===== src/rtl/echo_pkg.sv =====
// Shared definitions for the echo engine: converter bias defaults,
// FSM state encoding and the saturation helper.
package echo_pkg;

    localparam logic [9:0] ADC_OFFSET_DEF = 10'h181;
    localparam logic [9:0] DAC_OFFSET_DEF = 10'h200;

    typedef enum logic [1:0] {
        CLEAR,
        IDLE,
        RD,
        WB
    } echo_state_t;

    // Clamp a widened sum into [lo, hi].
    function automatic int sat_clamp(input int v, input int lo, input int hi);
        if (v > hi) return hi;
        if (v < lo) return lo;
        return v;
    endfunction

endpackage


===== src/rtl/echo_delay_ram.sv =====
// Delay-line storage: one write port, one synchronous read port
// with a single cycle of read latency.
module echo_delay_ram #(
    parameter int unsigned W  = 10,
    parameter int unsigned AW = 4
) (
    input  logic          sysclk,
    input  logic          we,
    input  logic [AW-1:0] waddr,
    input  logic [W-1:0]  wdata,
    input  logic          re,
    input  logic [AW-1:0] raddr,
    output logic [W-1:0]  rdata
);

    logic [W-1:0] mem [0:(1 << AW)-1];

    // Registered write and registered read.
    always_ff @(posedge sysclk) begin
        if (we) mem[waddr] <= wdata;
        if (re) rdata <= mem[raddr];
    end

endmodule


===== src/rtl/echo_engine.sv =====
// Tick-strobed single-tap echo: FIR or IIR, runtime delay and
// attenuation, saturating sum, converter bias strip/restore.
module echo_engine
    import echo_pkg::*;
#(
    parameter int unsigned  W          = 10,
    parameter int unsigned  AW         = 4,
    parameter logic [W-1:0] ADC_OFFSET = W'(ADC_OFFSET_DEF),
    parameter logic [W-1:0] DAC_OFFSET = W'(DAC_OFFSET_DEF)
) (
    input  logic          sysclk,
    input  logic          rst_n,
    input  logic          tick,
    input  logic [W-1:0]  data_in,
    input  logic [AW-1:0] delay_len,
    input  logic [2:0]    gain_shift,
    input  logic          fb_mode,
    output logic [W-1:0]  data_out,
    output logic          out_valid,
    output logic          ready,
    output logic          overrun
);

    localparam int YMAX = (1 <<< (W - 1)) - 1;
    localparam int YMIN = -(1 <<< (W - 1));

    echo_state_t state, state_next;

    logic [AW-1:0]       clr_cnt;
    logic [AW-1:0]       wr_ptr;
    logic signed [W-1:0] x_reg;
    logic signed [W-1:0] echo_reg;
    logic [AW-1:0]       dl_reg;
    logic [2:0]          gs_reg;
    logic                fb_reg;

    logic                ram_we;
    logic [AW-1:0]       ram_waddr;
    logic [W-1:0]        ram_wdata;
    logic                ram_re;
    logic [AW-1:0]       ram_raddr;
    logic [W-1:0]        ram_rdata;
    logic signed [W-1:0] rd_s;
    logic signed [W-1:0] y;

    // FSM state register.
    always_ff @(posedge sysclk) begin
        if (!rst_n) state <= CLEAR;
        else        state <= state_next;
    end

    // Next-state logic.
    always_comb begin
        state_next = state;
        case (state)
            CLEAR:   if (clr_cnt == '1) state_next = IDLE;
            IDLE:    if (tick) state_next = RD;
            RD:      state_next = WB;
            WB:      state_next = IDLE;
            default: state_next = CLEAR;
        endcase
    end

    // Saturated output sample and RAM port steering; writes are gated by
    // reset so an aborted sample never reaches the buffer.
    always_comb begin
        y         = W'(sat_clamp(int'(x_reg) + int'(echo_reg), YMIN, YMAX));
        rd_s      = signed'(ram_rdata);
        ram_we    = rst_n && (state == CLEAR || state == WB);
        ram_waddr = (state == CLEAR) ? clr_cnt : wr_ptr;
        ram_wdata = (state == CLEAR) ? '0 : (fb_reg ? W'(y) : W'(x_reg));
        ram_re    = (state == IDLE) && tick;
        ram_raddr = wr_ptr - delay_len;
    end

    assign ready = (state != CLEAR);

    // Clear counter, write pointer, sample capture, echo and output registers.
    always_ff @(posedge sysclk) begin
        if (!rst_n) begin
            clr_cnt   <= '0;
            wr_ptr    <= '0;
            x_reg     <= '0;
            echo_reg  <= '0;
            dl_reg    <= '0;
            gs_reg    <= '0;
            fb_reg    <= 1'b0;
            data_out  <= DAC_OFFSET;
            out_valid <= 1'b0;
            overrun   <= 1'b0;
        end else begin
            out_valid <= 1'b0;
            case (state)
                CLEAR: clr_cnt <= clr_cnt + 1'b1;
                IDLE: begin
                    if (tick) begin
                        x_reg  <= signed'(data_in - ADC_OFFSET);
                        dl_reg <= delay_len;
                        gs_reg <= gain_shift;
                        fb_reg <= fb_mode;
                    end
                end
                RD: echo_reg <= (dl_reg == '0) ? '0 : (rd_s >>> gs_reg);
                WB: begin
                    wr_ptr    <= wr_ptr + 1'b1;
                    data_out  <= W'(y) + DAC_OFFSET;
                    out_valid <= 1'b1;
                end
                default: ;
            endcase
            if ((state == RD || state == WB) && tick) overrun <= 1'b1;
        end
    end

    echo_delay_ram #(
        .W  (W),
        .AW (AW)
    ) u_ram (
        .sysclk (sysclk),
        .we     (ram_we),
        .waddr  (ram_waddr),
        .wdata  (ram_wdata),
        .re     (ram_re),
        .raddr  (ram_raddr),
        .rdata  (ram_rdata)
    );

endmodule


===== config.mk =====
export PLATFORM = sky130hd
export DESIGN_NAME = echo_engine
export DESIGN_NICKNAME = d
export VERILOG_FILES = /design/src/rtl/echo_pkg.sv /design/src/rtl/echo_delay_ram.sv /design/src/rtl/echo_engine.sv
export SDC_FILE = /design/constraint.sdc
export NUM_CORES = 1
export LEC_CHECK = 0
export CAP_MARGIN = 40
export CORE_MARGIN = 1.5
export CORE_UTILIZATION = 60
export DETAILED_ROUTE_END_ITERATION = 10
export PLACE_DENSITY_LB_ADDON = 0.12
export SYNTH_ARGS = -nofsm -noshare
export SYNTH_HDL_FRONTEND = slang
export SYNTH_SLANG_ARGS = --single-unit

===== constraint.sdc =====
create_clock -name sysclk -period 9.1 [get_ports sysclk]
set_clock_uncertainty 0.05 [all_clocks]
set_input_delay 0.91 -clock sysclk [delete_from_list [all_inputs] [get_ports sysclk]]
set_output_delay 0.91 -clock sysclk [all_outputs]
set_load 0.03 [all_outputs]

After elaboration in Yosys (flattened, before gate mapping)
Memory sizes are Yosys's and may differ from the RTL's. A register that Yosys moved wholly into a read port is not among the register bits.
Index checks and enable logic that the tools add are counted.
{ "totals": {"reg_bits": 50, "ramBits": 160, "in_bits": 21, "output_inout_bits": 13, "elab_cells": 54, "memories": 1} }
{ "op_classes": {"n_addsub": 6, "n_lt_le_gt_ge": 2, "eq_ne": 6, "shift": 1, "n_mux": 17, "reduce_logical": 10} }
{ "memory_table": {"columns": ["name", "words", "word_bits", "read_ports", "rd_ports_with_merged_regs", "write_ports", "line", "source"], "rows": [
  ["u_ram.mem", 16, 10, 1, 1, 1, "echo_delay_ram.sv:16", "logic [W-1:0] mem [0:(1 << AW)-1];"]
]} }
{ "ops": {"columns": ["op", "count"], "rows": [
  ["2-to-1 mux 10 bit", 6],
  ["adder 10 x 10 -> 11 bit", 1],
  ["> comparator 11 x 10 -> 1 bit, second input constant", 1],
  ["< comparator 11 x 10 -> 1 bit, second input constant", 1],
  ["adder 10 bit, second input constant", 1],
  [">>> shifter 10 x 3 -> 10 bit", 1],
  ["subtractor 10 x 9 -> 10 bit, second input constant", 1],
  ["2-to-1 mux 9 bit", 1],
  ["adder 4 x 1 -> 4 bit, second input constant", 2],
  ["one-hot mux 2 bit (4 select lines)", 1],
  ["2-to-1 mux 1 bit", 6],
  ["== test 2 bit, second input constant", 2],
  ["== test 4 bit, second input constant", 1],
  ["zero test 4 bit", 1],
  ["2-to-1 mux 2 bit", 2],
  ["2-to-1 mux 4 bit", 1],
  ["inequality test 2 bit, second input constant", 2],
  ["AND reduction 2 bit", 2],
  ["subtractor 4 bit", 1],
  ["logical AND 1 bit", 3],
  ["== test 2 x 1 -> 1 bit, second input constant", 1],
  ["zero test 2 bit", 1],
  ["logical OR 1 bit", 2],
  ["nonzero test 2 bit", 1]
]} }

Depth between registers and ports, before layout
{ "depth": {"depth_word": 8, "mapped_depth": 10, "mapped_depth_nobuf": 9} }

Modules after synthesis
Synthesis repeated with hierarchy kept, for this count alone.
{ "hier_totals": {"cells_unflattened": 683, "area_unflattened_um2": 9718.1} }
{ "by_module_without_submodules": {"columns": ["mod", "instances", "cells_each", "area_per_inst_um2", "seq_area_each_um2"], "rows": [
  ["echo_delay_ram", 1, 279, 6453.7, 5104.9],
  ["echo_engine", 1, 404, 3264.4, 1001.0]
]} }

Least setup slack after synthesis
OpenSTA, ideal clock, no wires.
{ "synth_path": {"kind": "input -> register", "start": "input port delay_len[0]", "end": "register u_ram.rdata[0] (read register of u_ram.mem), data pin", "setup_time_ns": 0.270, "arrival_time_ns": 2.886, "required_time_ns": 8.780, "slack_ns": 5.894, "stages": 7, "path_buffers": 2, "cell_sequence": "ha_1 -> fa_1 -> buf_1 -> clkbuf_1 -> mux4_2 -> mux2i_1 -> a21oi_1"} }
{ "synth_between": {"elab_chain_cells": 1} }
{ "synth_rtl": {"columns": ["item", "line", "source"], "rows": [
  ["start, declared", "echo_engine.sv:15", "input logic [AW-1:0] delay_len,"],
  ["subtractor 4 bit", "echo_engine.sv:73", "ram_raddr = wr_ptr - delay_len;"],
  ["end, declared", "echo_delay_ram.sv:13", "output logic [W-1:0] rdata"]
]} }
No other way between the ends.
A chain may end at the register's enable or synchronous reset.

Worst setup path after layout
{ "layout_path": {"start": "register x_reg[0]", "end": "memory u_ram.mem[4][7], data pin"} }
{ "layout_between": {"elab_chain_cells": 8, "elab_cells_between_ends": 12, "cone_classes": "1 x add/sub; 2 x order compare; 9 x mux"} }
{ "layout_rtl": {"columns": ["item", "line", "source"], "rows": [
  ["start, declared", "echo_engine.sv:31", "logic signed [W-1:0] x_reg;"],
  ["start signal, assigned", "echo_engine.sv:97", "x_reg <= signed'(data_in - ADC_OFFSET);"],
  ["adder 10 x 10 -> 11 bit (*)", "echo_engine.sv:67", "y = W'(sat_clamp(int'(x_reg) + int'(echo_reg), YMIN, YMAX));"],
  ["> comparator 11 x 10 -> 1 bit / < comparator 11 x 10 -> 1 bit (equally long branches)", "echo_pkg.sv:17, echo_pkg.sv:18", null],
  ["2-to-1 mux 9 bit / 2-to-1 mux 1 bit (equally long branches)", "echo_pkg.sv:17, echo_pkg.sv:18", null],
  ["2-to-1 mux 10 bit / 2-to-1 mux 1 bit (equally long branches)", "echo_pkg.sv:18", "if (v < lo) return lo;"],
  ["2-to-1 mux 10 bit", "echo_pkg.sv:19", "return v;"],
  ["2-to-1 mux 10 bit (*)", "echo_pkg.sv:18", null],
  ["2-to-1 mux 10 bit (*) (2 in a row)", "echo_engine.sv:71", "ram_wdata = (state == CLEAR) ? '0 : (fb_reg ? W'(y) : W'(x_reg));"],
  ["via ram_wdata[7]", "echo_engine.sv:39", "logic [W-1:0] ram_wdata;"],
  ["end, declared", "echo_delay_ram.sv:16", null]
]} }
The timed path passes the listed nets; every way through them passes the cells marked *. The select of a mux whose other input is x is not followed.

==> impl_metrics.tcl <==
set metrics [dict create \
    post_cts_buffers 0 \
    grt_pass1_vias 5847 \
    hold_buffers 0 \
    synth.ff_latch_count 220 \
    cts_tree "built" \
    hp-class "flip-flop to flip-flop" \
    syn_inst 662 \
    cp_max_fo 12 \
    outcome "complete, no violations" \
    syn_area_um2 9640 \
    yosys-top-cells-area "edfxtp_1 (53%), dfxtp_1 (10%), mux4_2 (10%)" \
    cts_root_buffer "clkbuf_16" \
    period_share 0.381 \
    hpwlAfterDp_um 14400 \
    syn_area_per_cell_um2 14.6 \
    start_kind "flip-flop" \
    clock_latency_ps 520 \
    fin_nets 758 \
    yosysTopAreaCell "edfxtp_1" \
    synth-edff-count 170 \
    core_area_um2 15800 \
    design.die.area_um2 16800 \
    die_h_um 130 \
    htree_levels 1 \
    synth_common_cells "edfxtp_1 (170), nor2_1 (67), dfxtp_1 (50)" \
    yosysMostFrequentCell "edfxtp_1" \
    areaGrowthSynthToFinish_pct 15.5 \
    dr.pass1.iters 4 \
    initial_core_util 0.611 \
    endpoint_kind "flip-flop" \
    num_io_pins 34 \
    leakage_nw 3.83 \
    std_cell_rows 46 \
    grt_pass1_wl_um 32600 \
    p_per_area_nw_per_um2 227 \
    ctsResizeCount 0 \
    critical_path.max_stage_delay_ps 660 \
    finalSetupViolations 0 \
    rsz0062_at_grt "false" \
    cts_buffer_depth 3 \
    place_area_um2 10400 \
    ys.flop_type "edfxtp_1" \
    slew_headroom 0.426 \
    synthArstFlopShare 0 \
    syn_nets 705 \
    largest_reg_flops 160 \
    wire_per_inst_um 22.3 \
    cp_cell_sequence "ha_1 -> inv_1 -> fa_1 -> nor2b_1 -> o31a_1 -> o31ai_2 -> o2bb2ai_1 -> or2_4 -> a311oi_2 -> buf_4" \
    vias_per_cell 6.16 \
    final_area_um2 11100 \
    cts_buffers 23 \
    drive_above_1_share 0.170 \
    cp.arrival_ps 3780 \
    antenna_found_initial 0 \
    portBuffers 33 \
    drt_iter0_drc 391 \
    period_minus_slack_ps 3470 \
    max_clock_freq_mhz 289 \
    finalWirelength_um 21100 \
    path_clk_slew_ps 60 \
    worst_pin_slew_ps 851 \
    critical-path-slowest-cell "a311oi_2" \
    n_antenna_cell 0 \
    drv_cap 0 \
    ys_seq_area_frac 0.633 \
    path_class "flip-flop to flip-flop" \
    fp.dieW_um 130 \
    grt_max_degree 41 \
    ir_drop_mv 0.174 \
    synth_top_cell_area_share 0.529 \
    drv_slew 0 \
    track_usage 0.263 \
    largest_register "u_ram.mem" \
    yosysUniqueCellTypes 63 \
    grt-ovfl-total 0 \
    antenna_left 0 \
    synth_warnings 0 \
    cts_sinks 220 \
    tns_ps 0 \
    ff2ff_setup_slack_ps 5630 \
    route.detailed.drc 0 \
    gp_congestion 0.816 \
    required_ps 9410 \
    dr_total_vias 5838 \
    hold_viol 0 \
]
-- through the flow --
| stage | hold WS, ps | util | instances | setup WS, ps | power [mW] |
|---|---|---|---|---|---|
| floorplan | 397 | - | 662 | 5890 | 1.49 |
| global placement | 384 | 0.644 | 881 | 5050 | 1.60 |
| detailed placement | 393 | 0.659 | 906 | 5360 | 1.63 |
| CTS | 409 | 0.706 | 947 | 5680 | 2.54 |
| global route | 433 | 0.706 | 947 | 5440 | 2.62 |
| finish | 401 | 0.706 | 947 | 5630 | 2.53 |
-- layout make-up --
type                       instances  area, um^2
clock buffer                      30         622
clock inverter                    11         119
fill                            1056        4640
inverter                          21        78.8
multi-input combinational        387        3330
sequential                       220        6110
tap                              216         270
timing repair buffer              62         602
-- cell usage in the layout, fill, tap and decap left out, drive strengths merged, types with 26 or more instances in the layout --
master	instances
nor2	68
a21oi	36
dfxtp	50
edfxtp	170
clkbuf	30
clkdlybuf4s50	33
buf	29
mux4	43
mux2i	26
nand2	35
-- where the power goes --
part | internal [mW] | leakage [nW] | total [mW] | switching [mW]
Clock | 0.541 | 0.364 | 0.914 | 0.373
Combinational | 0.159 | 1.44 | 0.408 | 0.249
Sequential | 1.16 | 2.03 | 1.21 | 0.0443
Total | 1.86 | 3.83 | 2.53 | 0.666
-- critical path: cells and delay by family, from the launching register on --
| kind | cells | cell delay (ps) |
|---|---|---|
| compound gates | 4 | 1240 |
| simple gates | 2 | 660 |
| buf+inv | 2 | 350 |
| flops | 1 | 370 |
| fa+ha+maj | 2 | 630 |
-- cells by family after synthesis --
kind of cell | synth area share
AO/OA/AOI/OAI | 0.101
XOR/XNOR | 0.0154
adder cells (fa/ha/maj) | 0.0301
buffers and inverters | 0.0240
flip-flops | 0.633
multiplexers | 0.129
AND/OR/NAND/NOR | 0.0679
-- path summary, 6_finish.rpt --
path / start / to / cells after the start
min reg2reg: overrun$_SDFFE_PN0P_ / overrun$_SDFFE_PN0P_ / 2
min: overrun$_SDFFE_PN0P_ / overrun$_SDFFE_PN0P_ / 2
max: x_reg[0]$_SDFFE_PN0P_ / u_ram.mem[4][7]$_DFFE_PP_ / 10
max reg2reg: x_reg[0]$_SDFFE_PN0P_ / u_ram.mem[4][7]$_DFFE_PP_ / 10
-- metal layers --
layer | up-vias | track usage | wire length, um
li1 | 2672 | - | -
met1 | 2963 | 0.372 | 9120
met2 | 162 | 0.425 | 10300
met3 | 41 | 0.0410 | 1160
met4 | 0 | 0.0882 | 541
met5 | - | 0 | 0
Power figures use the tool's default switching activity.
